## src/rtl/sha3_miner_pkg.sv

```systemverilog
// sha3_miner_pkg: shared control/status bit positions and sequencer state encoding.
package sha3_miner_pkg;
    localparam int CTL_RUN           = 0;
    localparam int CTL_TEST          = 1;
    localparam int CTL_PAD_LAST_LSB  = 2;
    localparam int CTL_PAD_FIRST_LSB = 10;
    localparam int STAT_FOUND        = 0;
    localparam int STAT_RUNNING      = 1;
    localparam int STAT_TESTING      = 2;
    typedef enum logic [1:0] {S_IDLE, S_RUN, S_DRAIN, S_DONE} state_e;
endpackage

```

## src/rtl/sha3_target_cmp.sv

```systemverilog
// sha3_target_cmp: 256-bit unsigned digest < target with an optional output register.
module sha3_target_cmp #(
    parameter int TAG_W   = 64,
    parameter bit REG_OUT = 1'b0
) (
    input  logic             clk,
    input  logic             rst,
    input  logic             valid_i,
    input  logic [255:0]     digest_i,
    input  logic [255:0]     target_i,
    input  logic [TAG_W-1:0] tag_i,
    output logic             valid_o,
    output logic             lt_o,
    output logic [TAG_W-1:0] tag_o
);
    logic             lt_c;
    logic             valid_q;
    logic             lt_q;
    logic [TAG_W-1:0] tag_q;
    assign lt_c = digest_i < target_i;
    always_ff @(posedge clk) begin
        if (rst) begin
            valid_q <= 1'b0;
            lt_q    <= 1'b0;
            tag_q   <= '0;
        end else begin
            valid_q <= valid_i;
            lt_q    <= lt_c;
            tag_q   <= tag_i;
        end
    end
    assign valid_o = REG_OUT ? valid_q : valid_i;
    assign lt_o    = REG_OUT ? lt_q : lt_c;
    assign tag_o   = REG_OUT ? tag_q : tag_i;
endmodule

```

## src/rtl/sha3_nonce_ctrl.sv

```systemverilog
// sha3_nonce_ctrl: issues tagged nonces to the SHA3 engine, latches the first digest below difficulty.
module sha3_nonce_ctrl
    import sha3_miner_pkg::*;
#(
    parameter int PIPE_DEPTH = 24,
    parameter int NONCE_W    = 64,
    parameter bit CMP_REG    = 1'b0
) (
    input  logic               clk,
    input  logic               rst,
    input  logic [255:0]       header,
    input  logic [255:0]       difficulty,
    input  logic [NONCE_W-1:0] start_nonce,
    input  logic [17:0]        control,
    output logic               hash_in_valid,
    input  logic               hash_in_ready,
    output logic [NONCE_W-1:0] hash_in_nonce,
    output logic [255:0]       hash_header,
    output logic [7:0]         hash_pad_first,
    output logic [7:0]         hash_pad_last,
    input  logic               hash_out_valid,
    input  logic [255:0]       hash_out_digest,
    input  logic [NONCE_W-1:0] hash_out_nonce,
    output logic [NONCE_W-1:0] solution,
    output logic [2:0]         status,
    output logic               irq
);
    localparam int            IW    = $clog2(PIPE_DEPTH + 1);
    localparam logic [IW-1:0] DEPTH = IW'(PIPE_DEPTH);

    state_e             state_q, state_d;
    logic [NONCE_W-1:0] cnt_q, cnt_d;
    logic [IW-1:0]      infl_q, infl_d;
    logic               valid_q, valid_d;
    logic [NONCE_W-1:0] sol_q, sol_d;
    logic               found_q, found_d;
    logic               testing_q, testing_d;
    logic [255:0]       hdr_q, hdr_d;
    logic [7:0]         pf_q, pf_d;
    logic [7:0]         pl_q, pl_d;
    logic               run, test, running, fire, dec, qual;
    logic               res_valid, res_lt;
    logic [NONCE_W-1:0] res_nonce;

    assign run     = control[CTL_RUN];
    assign test    = control[CTL_TEST];
    assign running = (state_q == S_RUN) || (state_q == S_DRAIN);

    sha3_target_cmp #(.TAG_W(NONCE_W), .REG_OUT(CMP_REG)) u_cmp (
        .clk      (clk),
        .rst      (rst),
        .valid_i  (hash_out_valid),
        .digest_i (hash_out_digest),
        .target_i (difficulty),
        .tag_i    (hash_out_nonce),
        .valid_o  (res_valid),
        .lt_o     (res_lt),
        .tag_o    (res_nonce)
    );

    always_comb begin
        fire      = valid_q & hash_in_ready;
        // Late results arriving in IDLE/DONE must not underflow the in-flight count.
        dec       = hash_out_valid & running & (infl_q != '0);
        infl_d    = infl_q + IW'(fire) - IW'(dec);
        qual      = res_valid & (testing_q | res_lt);
        state_d   = state_q;
        cnt_d     = fire ? cnt_q + NONCE_W'(1) : cnt_q;
        valid_d   = 1'b0;
        sol_d     = sol_q;
        found_d   = found_q;
        testing_d = testing_q;
        hdr_d     = hdr_q;
        pf_d      = pf_q;
        pl_d      = pl_q;
        unique case (state_q)
            S_IDLE: begin
                if (run) begin
                    state_d   = S_RUN;
                    cnt_d     = start_nonce;
                    valid_d   = 1'b1;
                    found_d   = 1'b0;
                    testing_d = test;
                    hdr_d     = header;
                    pf_d      = control[CTL_PAD_FIRST_LSB +: 8];
                    pl_d      = control[CTL_PAD_LAST_LSB +: 8];
                end
            end
            S_RUN: begin
                if (qual) begin
                    sol_d   = res_nonce;
                    found_d = 1'b1;
                end
                if (qual || !run)
                    state_d = S_DRAIN;
                else
                    valid_d = testing_q ? (valid_q & ~fire) : (infl_d != DEPTH);
            end
            S_DRAIN: begin
                if (infl_d == '0)
                    state_d = found_q ? S_DONE : S_IDLE;
            end
            S_DONE: begin
                if (!run)
                    state_d = S_IDLE;
            end
            default: state_d = S_IDLE;
        endcase
    end

    always_ff @(posedge clk) begin
        if (rst) begin
            state_q   <= S_IDLE;
            cnt_q     <= '0;
            infl_q    <= '0;
            valid_q   <= 1'b0;
            sol_q     <= '0;
            found_q   <= 1'b0;
            testing_q <= 1'b0;
            hdr_q     <= '0;
            pf_q      <= '0;
            pl_q      <= '0;
        end else begin
            state_q   <= state_d;
            cnt_q     <= cnt_d;
            infl_q    <= infl_d;
            valid_q   <= valid_d;
            sol_q     <= sol_d;
            found_q   <= found_d;
            testing_q <= testing_d;
            hdr_q     <= hdr_d;
            pf_q      <= pf_d;
            pl_q      <= pl_d;
        end
    end

    assign hash_in_valid  = valid_q;
    assign hash_in_nonce  = cnt_q;
    assign hash_header    = hdr_q;
    assign hash_pad_first = pf_q;
    assign hash_pad_last  = pl_q;
    assign solution       = sol_q;
    assign irq            = found_q;
    always_comb begin
        status               = '0;
        status[STAT_FOUND]   = found_q;
        status[STAT_RUNNING] = running;
        status[STAT_TESTING] = testing_q;
    end
endmodule

```

## config.mk

```make
export PLATFORM = sky130hd
export DESIGN_NAME = sha3_nonce_ctrl
export DESIGN_NICKNAME = d
export VERILOG_FILES = /design/src/rtl/sha3_miner_pkg.sv /design/src/rtl/sha3_target_cmp.sv /design/src/rtl/sha3_nonce_ctrl.sv
export SDC_FILE = /design/constraint.sdc
export NUM_CORES = 1
export LEC_CHECK = 0
export BUFFER_PORTS_ARGS = -buffer_cell sky130_fd_sc_hd__buf_2
export CAP_MARGIN = 20
export CORE_AREA = 2 2 522 524
export CTS_CLUSTER_DIAMETER = 150
export DETAILED_ROUTE_END_ITERATION = 16
export DIE_AREA = 0 0 524 526
export GPL_TIMING_DRIVEN = 0
export PLACE_DENSITY = 0.3
export SYNTH_ARGS = -nofsm -noshare
export SYNTH_HDL_FRONTEND = slang
export SYNTH_SLANG_ARGS = --single-unit
```

## constraint.sdc

```tcl
create_clock -name clk -period 5.68 [get_ports clk]
set_clock_uncertainty 0.15 [all_clocks]
set_input_delay 0 -clock clk [delete_from_list [all_inputs] [get_ports clk]]
set_output_delay 0 -clock clk [all_outputs]
set_load 0.02 [all_outputs]
```

[Word level (Yosys, flattened, before mapping)]
Cells that the tools add are included.
Operators by class
  order comparisons: 1
  add/sub/neg operators: 3
  equality and inequality tests: 9
  reduce and logical (&&, ||, !) cells: 11
  bitwise logic cells: 7
  multiplexer cells: 16
Operators by type and width (number)
  $lt A256 B256 Y1: 1
  $mux W64: 3
  $add A64 B1 Y64 const B: 1
  $mux W2: 5
  $pmux W2 S4: 1
  $ne A2 B2 Y1 const B: 3
  $add A5 B1 Y5: 1
  $and A1 B1 Y1: 5
  $logic_not A5 Y1: 1
  $mux W1: 5
  $ne A5 B5 Y1 const B: 1
  $reduce_bool A5 Y1: 1
  $sub A5 B1 Y5: 1
  $eq A2 B2 Y1 const B: 2
  $ne A2 B1 Y1 const B: 2
  $pmux W1 S2: 2
  $reduce_and A2 Y1: 2
  $reduce_and A4 Y1: 1
  $reduce_and A3 Y1: 1
  $eq A2 B1 Y1 const B: 1
  $logic_not A2 Y1: 1
  $logic_or A1 B1 Y1: 2
  $reduce_bool A2 Y1: 1
  $logic_not A1 Y1: 1
  other kinds (2): 2
Storage, ports and cells
  register bits after elaboration: 410
  output and inout port bits: 405
  input bits: 918
  word-level logic and storage cells: 57

[Longest topological paths before layout]
Gate-level depths: netlist of run 1.
  depth after elaboration: 9
  gate-level depth with buffers: 19
  mapped depth without buffers: 19

[Hierarchy]
From an unflattened synthesis of run 1, not the netlist that was laid out.
Unflattened totals
  cell total of the unflattened synthesis: 2958
  area total of the unflattened synthesis: 22482.8 sq um
Modules (own cells, without submodules)
  sha3_nonce_ctrl: times used 1, seq. area each 8207.9 sq um, area an instance 15553.7 sq um, cells each 1974
  sha3_target_cmp: times used 1, seq. area each 0.0 sq um, area an instance 6929.1 sq um, cells each 984

[Least setup slack after synthesis of run 1]
OpenSTA, ideal clock, no wires.
  path type: register -> register
  start: reg state_q[0]
  end: reg state_q[0]
  arrival time: 3004 ps
  library setup time: 119 ps
  stages on the path, launching flop included: 19
  path slack: 2407 ps
  data required time: 5411 ps
  cell sequence: dfxtp_1 > inv_1 > ha_1 > nand2_1 > a31oi_1 > ha_1 > inv_1 > ha_1 > inv_1 > fa_1 > inv_1 > a21oi_1 > nor2_1 > nor2_1 > xnor2_1 > nand3_1 > o21a_1 > or3_1 > o221a_1
On the way
  longest elaborated chain between the ends: 8
  elaborated cells on any way between the ends: 15
  classes of those cells: 1 x add/sub; 7 x eq/ne; 1 x mux; 2 x bitwise; 4 x reduce/logical
RTL lines
  from (decl): RTL line sha3_nonce_ctrl.sv:31  | state_e state_q, state_d;
  from (signal assigned): RTL line sha3_nonce_ctrl.sv:124  | state_q <= state_d;
  $eq A2 B1 Y1 / $eq A2 B2 Y1 (equally long branches): RTL line sha3_nonce_ctrl.sv:47  | assign running = (state_q == S_RUN) || (state_q == S_DRAIN);
  $logic_or A1 B1 Y1 (*): RTL line sha3_nonce_ctrl.sv:47
  via running: RTL line sha3_nonce_ctrl.sv:41  | logic run, test, running, fire, dec, qual;
  $and A1 B1 Y1 (*) (2 in series): RTL line sha3_nonce_ctrl.sv:64  | dec = hash_out_valid & running & (infl_q != '0);
  $sub A5 B1 Y5 (*): RTL line sha3_nonce_ctrl.sv:65  | infl_d = infl_q + IW'(fire) - IW'(dec);
  $logic_not A5 Y1 (*): RTL line sha3_nonce_ctrl.sv:100  | if (infl_d == '0)
  $ne A2 B1 Y1 (no source line) (*)
  $reduce_and A4 Y1 (no source line) (*)
The timed path passes the listed nets; every way through them passes the cells marked *.
A chain may end at the register's enable or synchronous reset.

[Final worst setup path of run 1]
  start: in difficulty[255]
  end: reg sol_q[5], in the netlist solution[5]
On the way
  longest elaborated chain between the ends: 4
RTL lines
  from (decl): RTL line sha3_nonce_ctrl.sv:12  | input logic [255:0] difficulty,
  $lt A256 B256 Y1: RTL line sha3_target_cmp.sv:20  | assign lt_c = digest_i < target_i;
  $or A1 B1 Y1: RTL line sha3_nonce_ctrl.sv:66  | qual = res_valid & (testing_q | res_lt);
  $and A1 B1 Y1: RTL line sha3_nonce_ctrl.sv:66
  $reduce_and A2 Y1 (no source line)
  to (signal assigned): RTL line sha3_nonce_ctrl.sv:128  | sol_q <= sol_d;
  to (decl): RTL line sha3_nonce_ctrl.sv:35  | logic [NONCE_W-1:0] sol_q, sol_d;
Every way passes these cells.

==> flow_summary.json, run 1 <==
{
  "place.gp.congestion": 0.932,
  "fmax_mhz": 209,
  "path_delay_family": "simple AND/OR/NAND/NOR gates",
  "io_pins": 1323,
  "synth_fa_ha_area_frac": 0.153,
  "reg2reg_depth": 8,
  "grt_pass1_vias": 29200,
  "status": "finished with violations",
  "crit_fanout": 10,
  "setup-tns-final_ns": 0,
  "die_area_um2": 276000,
  "synth_cells": 2785,
  "leakage_uw": 0.0197,
  "ys_ff_latch": 410,
  "final_cells": 8484,
  "path_cells": "buf_2 > inv_1 > ha_1 > nand4_1 > nor4_1 > nand4_1 > or2_1 > nor2_1 > a311oi_2 > nand3_1 > buf_6 > buf_6 > mux2i_1 > nor2_1",
  "yosys-mux-area-fraction": 0.0292,
  "relSlewSlack": 0.301,
  "dp.cells": 7681,
  "final_common_cell": "buf_2",
  "synth_top_family_by_area": "simple AND/OR/NAND/NOR gates",
  "hold_ws_ns": -0.0261,
  "die_x_um": 524,
  "antenna_found_initial": 221,
  "synth_flop_cell": "dfxtp_1",
  "track_usage": 0.155,
  "post_drt_wl_per_cell_um": 26.1,
  "min_to": "state_q[1]$_SDFFE_PP0P_",
  "post-cts-setup-buffers": 0,
  "critPathMaxStageDelay_ns": 0.80,
  "clock_sinks": 410,
  "critPathSlowestCell": "nor4_1",
  "synth-edff-count": 0,
  "syn_area_um2": 21900,
  "root_buffer": "clkbuf_16",
  "via_per_inst": 3.37,
  "timing.rr.end": "hash_in_nonce[1]$_SDFF_PP0_",
  "floorplan.initialDensity": 0.0812,
  "violations": "hold timing",
  "design_area_um2": 41700,
  "end_kind": "register",
  "synth_nets": 3970,
  "setup_viol": 0,
  "rsz0062_at_grt": "no",
  "yosysWarnings": 0,
  "vdd_drop_max_uv": 192,
  "final_cell_mix": "1324 x buf_2, 639 x nand2_1, 626 x dlygate4sd3_1",
  "power_density_nw_per_um2": 312,
  "crit_buf_inv": 4,
  "layout_setup_ws_ns": 0.899,
  "dp_hpwl_um": 199000,
  "dp_slack_ns": 0.0236,
  "synth_xor_area_frac": 0.0240,
  "dpl_cell_area_um2": 33100,
  "final-max-slew-violation-count": 0,
  "holdCritStartpoint": "rst",
  "drive_gt1_frac": 0.301,
  "numCtsBuffers": 66,
  "crit_type": "in -> reg",
  "ys_seq_area_frac": 0.374,
  "cts_max_path_buffers": 3,
  "tightest_slew_ns": 1.05,
  "cts_max_level": 3,
  "die_y_um": 526,
  "wl_um": 221000,
  "synth-compound-area-share": 0.150,
  "rows": 191,
  "numPortBuffers": 1321,
  "cts_tree": "done",
  "grt_overflow": 0,
  "reg2reg_slack_ns": 1.81,
  "finalCriticalPeriod_ns": 4.78,
  "fill_cells": 31300,
  "critPathArrivalTime_ns": 5.13,
  "ant_nets": 0,
  "hold_class": "in -> reg",
  "drt-pass1-iter-count": 5,
  "async_flop_share": 0,
  "clkTransAtPathRegs_ns": 0.05,
  "synth-simple-area-share": 0.198,
  "fin_crit_sh": 0.842,
  "area_growth_pct": 90.3,
  "avgSynthCellArea_um2": 7.87,
  "min_path_cells": 3,
  "required_ns": 6.03,
  "drv_cap": 0,
  "grt_pass1_wl_um": 282000,
  "remaining_drc_errors": 0,
  "hold_viol_final": 1,
  "rr_startpoint": "state_q[0]$_SDFFE_PP0P_",
  "layout.nets": 5991,
  "grt_max_degree": 11,
  "drtIter0Drc": 1332,
  "core-area_um2": 270000,
  "synth_cell_type_count": 65,
  "setup.worst_path.start_class": "input pin",
  "clk_latency_ns": 0.65,
  "vias": 28600
}
[power breakdown]
part	internal, uW	total [uW]	switching [uW]
clock	2580	4280	1710
sequential	3400	3820	413
combinational	1650	4930	3280
total	7630	13000	5400
[registers in the layout, indices dropped and copies added, names as in the netlist, 2 cells and up]
register and cells:
infl_q 5, hash_pad_last 8, solution 64, hash_header 256, state_q 2, hash_pad_first 8
hash_in_nonce 64
[logic make-up (layout without fill, tap and decap cells)]
kind of cell	Yosys count	in the layout
AOI/OAI and AO/OA	566	566
xor gates and xnor gates	60	60
adders and majority gates	267	267
buffers and inverters	405	2471
DFF	410	410
muxes	64	64
other	0	63
and+or+nand+nor	1013	1013
[what timing repair did]
| item | in CTS | in global routing |
|---|---|---|
| resized for setup | 0 | 0 |
| hold endpoints to repair | 405 | 0 |
| hold buffers | 626 | 0 |
[worst reg2reg max path, stage by stage, from the launching register on]
cell	delay, ns
dfxtp_1	0.37
inv_1	0.10
ha_1	0.32
nand2_1	0.49
clkbuf_2	0.61
clkbuf_1	0.79
nor2_1	0.15
a311oi_1	0.26
dlygate4sd3_1	0.57
[layout make-up]
| class | count | area (um^2) | area share |
|---|---|---|---|
| Antenna cell | 63 | 158 | 0.00378 |
| Buffer | 132 | 566 | 0.0136 |
| Clock buffer | 94 | 1910 | 0.0457 |
| Clock inverter | 19 | 322 | 0.00771 |
| Inverter | 273 | 1020 | 0.0246 |
| Multi-Input combinational cell | 1970 | 12100 | 0.291 |
| Sequential cell | 410 | 8210 | 0.197 |
| Tap cell | 3570 | 4470 | 0.107 |
| Timing Repair Buffer | 1953 | 12900 | 0.310 |
[metrics by stage]
stage	power (uW)	util	hold slack, ns
2_1_floorplan	6030	-	-0.0140
3_3_place_gp	8540	0.122	0.0794
3_5_place_dp	8560	0.123	0.0872
4_1_cts	13400	0.154	0.000338
5_1_grt	13800	0.154	0.0239
6_report	13000	0.155	-0.0261
[how the worst max path moves through the flow]
stage | startpoint | endpoint | slack [ns] | depth (start not counted)
6_report | difficulty[255] | solution[5]$_SDFFE_PP0P_ | 0.90 | 14
5_1_grt | difficulty[255] | solution[5]$_SDFFE_PP0P_ | 0.61 | 14
4_1_cts | difficulty[255] | solution[5]$_SDFFE_PP0P_ | 0.77 | 14
3_5_place_dp | difficulty[255] | solution[5]$_SDFFE_PP0P_ | 0.02 | 14
3_3_place_gp | difficulty[255] | solution[4]$_SDFFE_PP0P_ | -0.21 | 14
2_1_floorplan | state_q[0]$_SDFFE_PP0P_ | state_q[0]$_SDFFE_PP0P_ | 2.41 | 18
[per-layer routing]
layer,up-vias,wire [um],track usage,share of wire
li1,13500,-,-,-
met1,13200,91900,0.185,0.42
met2,1318,99300,0.254,0.45
met3,395,24200,0.0704,0.11
met4,146,5080,0.0292,0.023
met5,-,907,0,0.0041
[synth_stat cells (3+ instances only)]
| library cell | instances | area share |
|---|---|---|
| a21o_1 | 18 | 0.0062 |
| a2111oi_0 | 4 | 0.0016 |
| a21oi_1 | 369 | 0.084 |
| and4_1 | 5 | 0.0020 |
| clkbuf_1 | 117 | 0.020 |
| a311oi_1 | 8 | 0.0032 |
| xor2_1 | 47 | 0.019 |
| ha_1 | 266 | 0.15 |
| a211o_1 | 3 | 0.0012 |
| and3_1 | 13 | 0.0037 |
| nor4_1 | 13 | 0.0037 |
| inv_1 | 273 | 0.047 |
| buf_4 | 3 | 0.0010 |
| mux2i_1 | 64 | 0.029 |
| nand2b_1 | 5 | 0.0014 |
| a211oi_1 | 72 | 0.025 |
| o211ai_1 | 6 | 0.0021 |
| o31a_1 | 3 | 0.0012 |
| dfxtp_1 | 410 | 0.37 |
| buf_6 | 7 | 0.0036 |
| buf_1 | 4 | 0.00068 |
| nor4_4 | 3 | 0.0029 |
| o21ai_1 | 8 | 0.0018 |
| a221o_1 | 4 | 0.0018 |
| nor3_1 | 17 | 0.0039 |
| nand4_1 | 61 | 0.017 |
| nand2_1 | 639 | 0.11 |
| nor2b_1 | 4 | 0.0011 |
| or3_1 | 9 | 0.0026 |
| xnor2_1 | 13 | 0.0052 |
| nand3_1 | 52 | 0.012 |
| nor2_1 | 173 | 0.030 |
| o21a_1 | 7 | 0.0024 |
| o21ai_0 | 42 | 0.0096 |
| a211oi_2 | 4 | 0.0023 |
| a31oi_1 | 3 | 0.00086 |
Power figures use the tool's default switching activity.
==> run 2, diff against run 1 <==
Settings changed: CORE_AREA 2 2 522 524 to 2 2 508 510, DIE_AREA 0 0 524 526 to 0 0 510 512, PLACE_DENSITY 0.3 to 0.31.
Clock period 5.68 ns to 4.3 ns, I/O delays scaled along.
==> run 2 against run 1 <==
The flow now finishes without violations. Cell area up 0.84%. Register-to-register slack got worse by 1.4 ns. Core utilization increased by 0.99 points. Sequential share of layout area fell by 0.16 points. Combinational power is 32% higher. Flip-flop and latch count did not move. Count of clock-buffer cells in the layout is 18 lower. Largest cell class unchanged.
==> flow_summary.json, run 2 (synthesized netlist as in run 1, its figures left out) <==
{
  "path_delay_family": "adder cells",
  "fill_cells": 29500,
  "cts.repair.resized": 0,
  "grt_pass1_vias": 29100,
  "drt-pass1-iter-count": 5,
  "cp_num_cells": 19,
  "cts_max_path_buffers": 3,
  "dp.cells": 7497,
  "reg2reg_slack_ns": 0.42,
  "hold_viol_final": 0,
  "power_density_nw_per_um2": 401,
  "cts_tree": "done",
  "die_x_um": 510,
  "critPathMaxStageDelay_ns": 0.56,
  "setup.worst_path.end": "hash_in_valid$_SDFF_PP0_",
  "floorplan.initialDensity": 0.0857,
  "postLayoutCoreUtil": 0.164,
  "die_y_um": 512,
  "wl_um": 209000,
  "antenna_found_initial": 186,
  "numCtsBuffers": 59,
  "relSlewSlack": 0.397,
  "critPathArrivalTime_ns": 4.32,
  "post-cts-setup-buffers": 0,
  "die_area_um2": 261000,
  "final-max-slew-violation-count": 0,
  "layout_setup_ws_ns": 0.419,
  "io_pins": 1323,
  "rsz0062_at_grt": "no",
  "design_area_um2": 42100,
  "numPortBuffers": 1321,
  "crit_fanout": 4,
  "cts_max_level": 2,
  "status": "finished clean",
  "vias": 28800,
  "tightest_slew_ns": 0.904,
  "setup.worst_path.start_class": "register",
  "dp_slack_ns": -0.591,
  "critPathSlowestCell": "dlygate4sd3_1",
  "crit_path_frequent_cell": "inv_1",
  "place.gp.congestion": 1.02,
  "ant_nets": 0,
  "core-area_um2": 256000,
  "ctsHoldBuffers": 687,
  "via_per_inst": 3.44,
  "fmax_mhz": 258,
  "setup_viol": 0,
  "drtIter0Drc": 1342,
  "grt_max_degree": 20,
  "crit_type": "reg -> reg",
  "dpl_cell_area_um2": 32900,
  "remaining_drc_errors": 0,
  "layout.nets": 6048,
  "crit_buf_inv": 5,
  "path_cells": "inv_1 > ha_1 > nand2_1 > a31oi_1 > ha_1 > inv_1 > ha_1 > inv_1 > fa_1 > inv_1 > a21oi_1 > nor2_1 > nor2_1 > xnor2_1 > nor3_1 > o21ai_0 > a31oi_1 > nor3_1 > dlygate4sd3_1",
  "track_usage": 0.153,
  "largest_register_ffs": 256,
  "leakage_uw": 0.0199,
  "area_growth_pct": 91.9,
  "clkTransAtPathRegs_ns": 0.06,
  "rows": 186,
  "finalCriticalPeriod_ns": 3.88,
  "vdd_drop_max_uv": 316,
  "reg2reg_depth": 19,
  "root_buffer": "clkbuf_16",
  "grt_overflow": 0,
  "end_kind": "register",
  "hold_class": "in -> reg",
  "power_uw": 16900,
  "drive_gt1_frac": 0.298,
  "timing.rr.end": "hash_in_valid$_SDFF_PP0_",
  "critPathLaunch": "state_q[0]$_SDFFE_PP0P_",
  "clock_sinks": 410,
  "rr_startpoint": "state_q[0]$_SDFFE_PP0P_",
  "grt_pass1_wl_um": 268000,
  "clk_latency_ns": 0.69,
  "dp_hpwl_um": 189000,
  "final_cells": 8371,
  "drv_cap": 0,
  "post_drt_wl_per_cell_um": 25.0,
  "final_cell_mix": "1322 x buf_2, 687 x dlygate4sd3_1, 639 x nand2_1",
  "final_common_cell": "buf_2",
  "fin_crit_sh": 0.903,
  "required_ns": 4.74
}
run 2: cell types whose count changed in the layout (fill, tap and decap cells not counted), moves of 4 or more:
cell | before | now
buf_8 | 3 | 7
clkbuf_1 | 126 | 121
clkbuf_16 | 66 | 59
clkbuf_8 | 15 | 11
clkinv_2 | 6 | 14
diode_2 | 63 | 75
dlygate4sd3_1 | 626 | 687
inv_6 | 1 | 5
run 2: how the worst min path moves through the flow:
| stage | from | endpoint | depth (start not counted) |
|---|---|---|---|
| floorplan | control[1] | testing_q$_SDFFE_PP0P_ | 2 |
| global placement | hash_out_nonce[31] | solution[31]$_SDFFE_PP0P_ | 3 |
| detailed placement | hash_out_nonce[22] | solution[22]$_SDFFE_PP0P_ | 3 |
| CTS | header[28] | hash_header[28]$_SDFFE_PP0P_ | 4 |
| global route | header[239] | hash_header[239]$_SDFFE_PP0P_ | 4 |
| finish | header[28] | hash_header[28]$_SDFFE_PP0P_ | 4 |
run 2: worst register-to-register path, stage by stage (launching register included):
cell and delay [ns]:
dfxtp_1 0.39, inv_1 0.10, ha_1 0.42, nand2_1 0.08
a31oi_1 0.16, ha_1 0.25, inv_1 0.06, ha_1 0.15
inv_1 0.05, fa_1 0.39, inv_1 0.08, a21oi_1 0.07
nor2_1 0.08, nor2_1 0.06, xnor2_1 0.26, nor3_1 0.08
o21ai_0 0.19, a31oi_1 0.11, nor3_1 0.14, dlygate4sd3_1 0.56
run 2: per-stage QoR:
step	hold WS, ns	setup TNS [ns]
2_1_floorplan	-0.0140	0
3_3_place_gp	0.0823	-60.15
3_5_place_dp	0.0886	-30.85
4_1_cts	0.00111	0
5_1_grt	0.0226	0
6_report	0.0557	0
run 2: power by group:
group	switching, uW	total [uW]	leakage [uW]	internal [uW]
registers	539	5030	0.00337	4490
logic	4260	6490	0.0155	2230
clock network	2210	5360	0.00103	3150
total	7010	16900	0.0199	9870
run 2: final cells by class:
type	instances	area, um^2	area share
sequential	410	8210	0.195
clock buffer	76	1650	0.0392
timing repair buffer	2017	13600	0.324
antenna	75	188	0.00446
multi-input combinational	1970	12100	0.288
buffer	132	563	0.0134
tap	3384	4230	0.101
inverter	273	1020	0.0244
clock inverter	34	454	0.0108
run 2: routing by layer:
| layer | track usage | up-vias | wire (um) |
|---|---|---|---|
| li1 | - | 13700 | - |
| met1 | 0.192 | 13400 | 90800 |
| met2 | 0.246 | 1284 | 92200 |
| met3 | 0.0600 | 315 | 20300 |
| met4 | 0.0330 | 108 | 5310 |
| met5 | 0 | - | 662 |
